[src/rtl/adc_scan_scheduler_pkg.sv]
// Shared definitions for the ADC scan scheduler: FSM encoding, width helper and
// the default channel-index width.
package adc_scan_scheduler_pkg;

  typedef enum logic [2:0] {
    ST_IDLE    = 3'd0,
    ST_TRIG    = 3'd1,
    ST_CONVERT = 3'd2,
    ST_PUSH    = 3'd3,
    ST_DONE    = 3'd4
  } scan_state_e;

  // Ceiling log2, never below 1 so a single-channel build still has an index bit.
  function automatic int clog2_min1(input int n);
    int r;
    r = 0;
    while ((1 << r) < n) r++;
    return (r < 1) ? 1 : r;
  endfunction

  localparam int DEF_NUM_CHANNELS = 4;
  localparam int CH_IDX_W         = clog2_min1(DEF_NUM_CHANNELS);

endpackage

[src/rtl/adc_scan_scheduler_period_timer.sv]
// Free-running scan period counter; emits a registered one-cycle tick on every
// wrap while enabled.
module scan_period_timer
  import adc_scan_scheduler_pkg::*;
#(
  parameter int PERIOD_WIDTH = 16
) (
  input  logic                    i_clk,
  input  logic                    i_reset_n,
  input  logic                    i_enable,
  input  logic [PERIOD_WIDTH-1:0] i_period,
  output logic                    o_tick
);

  logic [PERIOD_WIDTH-1:0] r_cnt;
  logic                    r_tick;
  logic [PERIOD_WIDTH-1:0] w_last;
  logic                    w_wrap;

  // A period of 0 behaves as 1; >= keeps a shrunk period from running away.
  assign w_last = (i_period == '0) ? '0 : i_period - PERIOD_WIDTH'(1);
  assign w_wrap = (r_cnt >= w_last);

  // NOTE: sequential state uses non-blocking assignments so every flop samples pre-edge values.
  always_ff @(posedge i_clk or negedge i_reset_n) begin
    if (!i_reset_n) begin
      r_cnt  <= '0;
      r_tick <= 1'b0;
    end else if (!i_enable) begin
      r_cnt  <= '0;
      r_tick <= 1'b0;
    end else if (w_wrap) begin
      r_cnt  <= '0;
      r_tick <= 1'b1;
    end else begin
      r_cnt  <= r_cnt + PERIOD_WIDTH'(1);
      r_tick <= 1'b0;
    end
  end

  assign o_tick = r_tick;

endmodule

[src/rtl/adc_scan_scheduler.sv]
// ADC scan sequencer: on each period tick walks the latched channel mask,
// triggers one conversion per channel and hands samples out over valid/ready.
module adc_scan_scheduler
  import adc_scan_scheduler_pkg::*;
#(
  parameter int NUM_CHANNELS   = DEF_NUM_CHANNELS,
  parameter int WORD_SIZE      = 12,
  parameter int PERIOD_WIDTH   = 16,
  parameter int TIMEOUT_CYCLES = 15,
  localparam int CH_W          = clog2_min1(NUM_CHANNELS)
) (
  input  logic                    i_clk,
  input  logic                    i_reset_n,
  input  logic                    i_enable,
  input  logic [PERIOD_WIDTH-1:0] i_period,
  input  logic [NUM_CHANNELS-1:0] i_ch_mask,
  output logic                    o_adc_trigger,
  output logic [CH_W-1:0]         o_adc_channel,
  input  logic [WORD_SIZE-1:0]    i_adc_data,
  input  logic                    i_adc_dvalid,
  output logic [WORD_SIZE-1:0]    o_result_data,
  output logic [CH_W-1:0]         o_result_channel,
  output logic                    o_result_valid,
  input  logic                    i_result_ready,
  output logic                    o_scan_done,
  output logic                    o_overrun,
  output logic                    o_timeout_err,
  output logic                    o_busy
);

  localparam int TO_W = clog2_min1(TIMEOUT_CYCLES);

  scan_state_e             r_state, w_state_nxt;
  logic [NUM_CHANNELS-1:0] r_mask;
  logic [CH_W-1:0]         r_ch;
  logic [TO_W-1:0]         r_to_cnt;
  logic                    r_expired;
  logic [WORD_SIZE-1:0]    r_res_data;
  logic [CH_W-1:0]         r_res_ch;
  logic                    r_timeout_err;

  logic                    w_tick;
  logic [CH_W:0]           w_first;
  logic [CH_W:0]           w_next;
  logic                    w_capture;
  logic                    w_expire;
  logic                    w_advance;

  // Returns {found, index} of the lowest set mask bit at or above start.
  function automatic logic [CH_W:0] find_from(input logic [NUM_CHANNELS-1:0] mask,
                                              input int start);
    logic [CH_W:0] res;
    res = '0;
    for (int i = NUM_CHANNELS - 1; i >= 0; i--) begin
      if (mask[i] && (i >= start)) res = {1'b1, CH_W'(i)};
    end
    return res;
  endfunction

  scan_period_timer #(
    .PERIOD_WIDTH(PERIOD_WIDTH)
  ) u_timer (
    .i_clk    (i_clk),
    .i_reset_n(i_reset_n),
    .i_enable (i_enable),
    .i_period (i_period),
    .o_tick   (w_tick)
  );

  assign w_first   = find_from(i_ch_mask, 0);
  assign w_next    = find_from(r_mask, int'(r_ch) + 1);
  assign w_capture = (r_state == ST_CONVERT) && !r_expired && i_adc_dvalid;
  assign w_expire  = (r_state == ST_CONVERT) && !r_expired && !i_adc_dvalid && (r_to_cnt == '0);
  // After an expiry CONVERT lingers one cycle so the error flag leads the next trigger.
  assign w_advance = ((r_state == ST_CONVERT) && r_expired) ||
                     ((r_state == ST_PUSH) && i_result_ready);

  // NOTE: defaults first so no path leaves a signal unassigned (no latches).
  always_comb begin
    w_state_nxt    = r_state;
    o_adc_trigger  = 1'b0;
    o_result_valid = 1'b0;
    o_scan_done    = 1'b0;
    unique case (r_state)
      ST_IDLE:    if (w_tick && w_first[CH_W]) w_state_nxt = ST_TRIG;
      ST_TRIG: begin
        o_adc_trigger = 1'b1;
        w_state_nxt   = ST_CONVERT;
      end
      ST_CONVERT: begin
        if (w_capture)      w_state_nxt = ST_PUSH;
        else if (w_advance) w_state_nxt = w_next[CH_W] ? ST_TRIG : ST_DONE;
      end
      ST_PUSH: begin
        o_result_valid = 1'b1;
        if (w_advance) w_state_nxt = w_next[CH_W] ? ST_TRIG : ST_DONE;
      end
      ST_DONE: begin
        o_scan_done = 1'b1;
        w_state_nxt = ST_IDLE;
      end
      default:    w_state_nxt = ST_IDLE;
    endcase
  end

  always_ff @(posedge i_clk or negedge i_reset_n) begin
    if (!i_reset_n) r_state <= ST_IDLE;
    else            r_state <= w_state_nxt;
  end

  always_ff @(posedge i_clk or negedge i_reset_n) begin
    if (!i_reset_n) begin
      r_mask        <= '0;
      r_ch          <= '0;
      r_to_cnt      <= '0;
      r_expired     <= 1'b0;
      r_res_data    <= '0;
      r_res_ch      <= '0;
      r_timeout_err <= 1'b0;
    end else begin
      if ((r_state == ST_IDLE) && w_tick && w_first[CH_W]) begin
        r_mask <= i_ch_mask;
        r_ch   <= w_first[CH_W-1:0];
      end
      if (r_state == ST_TRIG) begin
        r_to_cnt  <= TO_W'(TIMEOUT_CYCLES - 1);
        r_expired <= 1'b0;
      end
      if (w_capture) begin
        r_res_data <= i_adc_data;
        r_res_ch   <= r_ch;
      end
      if (w_expire) begin
        r_timeout_err <= 1'b1;
        r_expired     <= 1'b1;
      end else if ((r_state == ST_CONVERT) && !r_expired && !i_adc_dvalid) begin
        r_to_cnt <= r_to_cnt - TO_W'(1);
      end
      if (w_advance && w_next[CH_W]) r_ch <= w_next[CH_W-1:0];
    end
  end

  assign o_adc_channel    = r_ch;
  assign o_result_data    = r_res_data;
  assign o_result_channel = r_res_ch;
  assign o_overrun        = w_tick && (r_state != ST_IDLE);
  assign o_timeout_err    = r_timeout_err;
  assign o_busy           = (r_state != ST_IDLE);

endmodule

[config.mk]
export PLATFORM = sky130hd
export DESIGN_NAME = adc_scan_scheduler
export DESIGN_NICKNAME = d
export VERILOG_FILES = /design/src/rtl/adc_scan_scheduler_pkg.sv /design/src/rtl/adc_scan_scheduler_period_timer.sv /design/src/rtl/adc_scan_scheduler.sv
export SDC_FILE = /design/constraint.sdc
export NUM_CORES = 1
export LEC_CHECK = 0
export ABC_CLOCK_PERIOD_IN_PS = 2500
export CAP_MARGIN = 25
export CORE_MARGIN = 2
export CORE_UTILIZATION = 54
export CTS_BUF_LIST = sky130_fd_sc_hd__clkbuf_4
export CTS_CLUSTER_SIZE = 24
export DETAILED_ROUTE_END_ITERATION = 16
export PLACE_DENSITY = 0.85
export SYNTH_ARGS = -nofsm -noshare
export SYNTH_HDL_FRONTEND = slang
export SYNTH_HIERARCHICAL = 1
export SYNTH_SLANG_ARGS = --single-unit
[constraint.sdc]
create_clock -name i_clk -period 2.5 [get_ports i_clk]
set_input_delay 0.5 -clock i_clk [delete_from_list [all_inputs] [get_ports i_clk]]
set_output_delay 0.5 -clock i_clk [all_outputs]
set_load 0.05 [all_outputs]
== After elaboration in Yosys (flattened, before gate mapping) ==
Cells that the tools add are included.

* Add/sub/neg operators: 4
* Reduce and logical (&&, ||, !) cells: 24
* Order comparisons: 5
* Mux-type cells: 28
* Eq/ne operators: 5

{| class="wikitable"
|+ Operators by type and width
! cell !! count
|-
| $mux W16 || 3
|-
| $mux W3 || 12
|-
| $add A16 B1 Y16 const B || 1
|-
| $ge A16 B16 Y1 || 1
|-
| $logic_not A16 Y1 || 1
|-
| $sub A16 B1 Y16 const B || 1
|-
| $logic_and A1 B1 Y1 || 15
|-
| $mux W4 || 3
|-
| $pmux W3 S4 || 1
|-
| $mux W1 || 7
|-
| $eq A3 B2 Y1 const B || 2
|-
| $ge A1 B3 Y1 const A || 2
|-
| $ge A2 B3 Y1 const A || 2
|-
| $logic_not A4 Y1 || 1
|-
| $mux W2 || 2
|-
| $reduce_bool A2 Y1 || 2
|-
| $sub A4 B1 Y4 const B || 1
|-
| $add A2 B1 Y3 const B || 1
|-
| $eq A3 B1 Y1 const B || 1
|-
| $eq A3 B3 Y1 const B || 1
|-
| $logic_not A3 Y1 || 1
|-
| $reduce_bool A3 Y1 || 1
|-
| $logic_not A1 Y1 || 2
|-
| $ne A2 B2 Y1 const B || 1
|-
| $logic_or A1 B1 Y1 || 1
|}

* Input bits: 37
* Word-level logic and storage cells: 76
* Output and inout bits: 22
* Register bits: 46

== Logic depth before layout (Yosys ltp) ==
* Depth after elaboration: 11
* Depth in mapped cells: 13

== Cells and area by module ==
The synthesis kept the hierarchy.

{| class="wikitable"
|+ By module, submodules not included
! module !! instances !! area each (um^2) !! cells an instance
|-
| scan_period_timer || 1 || 1556.5 || 176
|-
| adc_scan_scheduler || 1 || 1370.1 || 116
|}

== Worst setup path after synthesis ==
OpenSTA, ideal clock, no wires.

* Kind: input to register
* Start point: input port i_period[5]
* End point: register u_timer.r_cnt[10]
* Data arrival time: 3.173 ns
* Data required time: 2.366 ns
* Cell stages on the path: 10
* Library setup time: 0.134 ns
* Slack: -0.807 ns
* Buffers on the path: 1
* Path through: nor4_2 -> nand3_1 -> or3_1 -> mux2i_1 -> ha_1 -> and4_1 -> o2111ai_1 -> o31ai_2 -> buf_2 -> nor3_1

* Word-level cells in the longest chain between the ends: 5

{| class="wikitable"
|+ Ends and longest elaborated chain
! element !! RTL line !! text
|-
| from (decl) || adc_scan_scheduler.sv:15 || <nowiki>input logic [PERIOD_WIDTH-1:0] i_period,</nowiki>
|-
| $sub A16 B1 Y16 or $logic_not A16 Y1 (tied branches) || adc_scan_scheduler_period_timer.sv:21 || <nowiki>assign w_last = (i_period == '0) ? '0 : i_period - PERIOD_WIDTH'(1);</nowiki>
|-
| $mux W16 (*) || adc_scan_scheduler_period_timer.sv:21 ||
|-
| $ge A16 B16 Y1 (*) || adc_scan_scheduler_period_timer.sv:22 || <nowiki>assign w_wrap = (r_cnt >= w_last);</nowiki>
|-
| $mux W16 (*) || adc_scan_scheduler_period_timer.sv:32 || <nowiki>end else if (w_wrap) begin</nowiki>
|-
| $mux W16 (*) || adc_scan_scheduler_period_timer.sv:29 || <nowiki>end else if (!i_enable) begin</nowiki>
|-
| to (signal assigned) || adc_scan_scheduler_period_timer.sv:36 || <nowiki>r_cnt <= r_cnt + PERIOD_WIDTH'(1);</nowiki>
|-
| to (decl) || adc_scan_scheduler_period_timer.sv:15 || <nowiki>logic [PERIOD_WIDTH-1:0] r_cnt;</nowiki>
|}

Every way passes the cells marked *; elsewhere a longest branch is shown, timed or not.
A chain may end at the register's enable or synchronous reset.

== Worst setup path in the final report ==
* Start point: input port i_period[5]
* End point: register u_timer.r_cnt[11]

Same word-level chain as after synthesis.

==> results_dict.tcl <==
set metrics [dict create \
    syn_area_sq_um 2930 \
    finalWirelength_mm 7.42 \
    overflow 0 \
    drv_cap 0 \
    synth_seq_cells 45 \
    violations "setup timing" \
    mostFrequentLayoutCells "dfrtp_1 (45), buf_4 (39), clkdlybuf4s50_1 (37)" \
    io_buffers 58 \
    place_congestion 0.889 \
    arrival_ns 2.98 \
    synth.top_cell.area_share_pct 38.5 \
    antenna_found_initial 0 \
    p_leak_nw 1.86 \
    cts_tree "yes" \
    hold_class "input port to async pin" \
    p_per_area_nw_per_um2 737 \
    htree_levels 2 \
    initial_core_util_pct 56.6 \
    ctsHoldBuffers 0 \
    max_freq_mhz 373 \
    hold_ws_ns 0.0252 \
    clock_sinks 45 \
    seqPwrFrac_pct 34.9 \
    synth_ff_type "dfrtp_1" \
    slew_viol_final 0 \
    grt_pass1_vias 2711 \
    synth-edff-count 0 \
    wl_per_cell_um 16.0 \
    vias 2673 \
    cts.clk_slew.worst_paths_ns 0.14 \
    die_w_um 77.6 \
    die_h_um 77.6 \
    cts_buffers 5 \
    crit_fanout 6 \
    drt_iter0_markers 106 \
    grt_pass1_wl_mm 12.2 \
    hold_viol 0 \
    placementRows 26 \
    combPwrFrac_pct 53.7 \
    setup_viol 17 \
    vdd_drop_max_uv 565 \
    num_antenna_cells 0 \
    grt.total_usage_pct 25.2 \
    synthArstFlopShare_pct 100 \
    clockBufferDepth 2 \
    status "finished, violations left" \
    dpl.hpwl_mm 5.19 \
    syn_inst 292 \
    p_sw_mw 1.35 \
    final_util_pct 80.6 \
    end_kind "register" \
    detail_route.drc_violations 0 \
    fin_crit_ns 2.68 \
    finalCritPeriodShare_pct 107 \
    yosys-top-cells-area "dfrtp_1 (38%), ha_1 (9.0%), nor3_1 (4.4%)" \
    worstSetupStartpointType "input port" \
    final_common_cell "dfrtp_1" \
    fillers 312 \
    syn2layout_area_growth_pct 42.5 \
    clkPwrFrac_pct 11.4 \
    p_sw_share_pct 44.1 \
    finalWorstSetupSlack_ns -0.183 \
    finish.instance_area_sq_um 4170 \
    intPower_mw 1.72 \
    root_buffer "clkbuf_4" \
    coreArea_sq_um 5170 \
    path_class "input port to register" \
    synth_cell_types 56 \
    drive_above_1_share_pct 33.5 \
    syn_nets 350 \
    via_per_inst 5.76 \
    ant_nets 0 \
    nets 451 \
    insertion_delay_ns 0.36 \
    dpl_cell_area_sq_um 3850 \
    tightest_slew_ns 0.597 \
    grt_max_degree 18 \
    yosysTopAreaCell "dfrtp_1" \
    avgSynthCellArea_sq_um 10.0 \
    firstDrtPassIters 4 \
    timing.slew.headroom_pct 59.9 \
    synth-seq-area-share_pct 38.5 \
    finClkSkew_ns 0.0147 \
    rsz0062_at_grt "yes" \
    dieArea_sq_um 6020 \
    required_ns 2.80 \
    yosysWarnings 6 \
    ioPinCount 59 \
]
## synth_stat cells (2+ instances only)
library cell and n:
o211ai_1 2, xnor2_1 14, nor3b_1 3, nand3_1 9
nor4_1 4, mux2_2 9, nand2_1 26, nor3_1 26
buf_2 2, nand4_1 5, dfrtp_1 45, a31oi_1 3
o21ai_0 2, clkbuf_1 2, o21a_1 5, nor2b_1 2
nand4b_1 3, inv_1 14, a221oi_1 2, or4_1 2
a211oi_1 4, xor2_1 8, and3_1 3, and2_1 2
mux2i_1 3, and4_1 2, a21o_1 2, a21oi_1 8
nor4b_1 2, or3_1 6, ha_1 21, a211oi_2 2
nand3b_1 3, mux2_4 8, nand2b_1 5, nor2_1 13
## repair_timing
action                                 CTS  global route
endpoints found under the hold margin    0             0
setup endpoints to repair               19            19
cloned                                   2             0
pin swaps                               18            13
resized for setup                       90            27
buffers inserted                         3             1
## metrics by stage
stage                     total power [mW]  setup WS, ns  setup TNS, ns  instances
after floorplan                       2.20        -0.515          -7.14        292
after global placement                2.67         -1.07         -17.90        450
after detailed placement              2.72         -1.18         -19.42        450
after CTS                             3.07        -0.164          -2.39        463
after global routing                  3.24        -0.333          -4.81        464
final                                 3.07        -0.183          -2.57        464
## state kept, by name (all words and copies together), names as in the netlist
name,cells
o_timeout_err,1
o_result_data,12
r_expired,1
u_timer/o_tick,1
r_to_cnt,4
r_state,3
o_adc_channel,2
o_result_channel,2
r_mask,3
u_timer/r_cnt,16
## routing by layer
metal | vias up | GRT usage (%) | wire length (um)
met5 | - | 0 | 0
met4 | 0 | 10.2 | 199
met3 | 19 | 3.60 | 365
met2 | 102 | 47.0 | 3900
met1 | 1276 | 28.7 | 2960
li1 | 1276 | - | -
## path summary, 6_finish.rpt
path	from	end	slack, ns	depth (start not counted)
hold reg to reg	o_timeout_err$_DFFE_PN0P_	o_timeout_err$_DFFE_PN0P_	0.49	1
setup / recovery	i_period[5]	u_timer/r_cnt[11]$_DFF_PN0_	-0.18	13
hold / removal	i_reset_n	r_to_cnt[0]$_DFF_PN0_	0.03	1
min in group i_clk	o_timeout_err$_DFFE_PN0P_	o_timeout_err$_DFFE_PN0P_	0.49	1
setup reg to reg	r_state[2]$_DFFE_PN0P_	o_result_data[7]$_DFFE_PN0P_	0.42	4
max in group asynchronous	i_reset_n	o_result_data[8]$_DFFE_PN0P_	1.92	2
## cell families after synthesis
| logic type | after synthesis | synth area share [%] |
|---|---|---|
| XOR/XNOR | 22 | 6.58 |
| AND/OR/NAND/NOR | 124 | 23.6 |
| AO/OA/AOI/OAI | 39 | 10.0 |
| flip-flops | 45 | 38.5 |
| adder cells (fa/ha/maj) | 21 | 8.98 |
| multiplexers | 20 | 8.59 |
| buffers and inverters | 21 | 3.72 |
## layout make-up
cell class | instances | area [sq um] | area share, %
Sequential cell | 45 | 1130 | 27.0
Tap cell | 70 | 87.6 | 2.10
Multi-Input combinational cell | 226 | 1970 | 47.1
Clock inverter | 2 | 10.0 | 0.240
Inverter | 14 | 52.6 | 1.26
Timing Repair Buffer | 101 | 883 | 21.2
Clock buffer | 6 | 45.0 | 1.08
## worst max-delay path, cell delays in order
cell      delay (ns)
buf_6           0.10
nor4_4          0.27
buf_6           0.16
and4b_2         0.31
buf_6           0.15
nor4_4          0.04
nor2_1          0.14
ha_1            0.25
o21a_1          0.19
a221oi_2        0.26
o211ai_1        0.20
buf_4           0.23
nor3_4          0.17
## power by group through the flow
stage          Sequential [mW]  Combinational [mW]  Clock (mW)
4_1_cts                   1.07                1.64       0.354
3_3_place_gp              1.07                1.60           0
3_5_place_dp              1.08                1.64           0
2_1_floorplan             1.51               0.689           0
6_report                  1.07                1.65       0.350
5_1_grt                   1.10                1.75       0.394
Note: power is estimated with default switching activity, not from simulation.
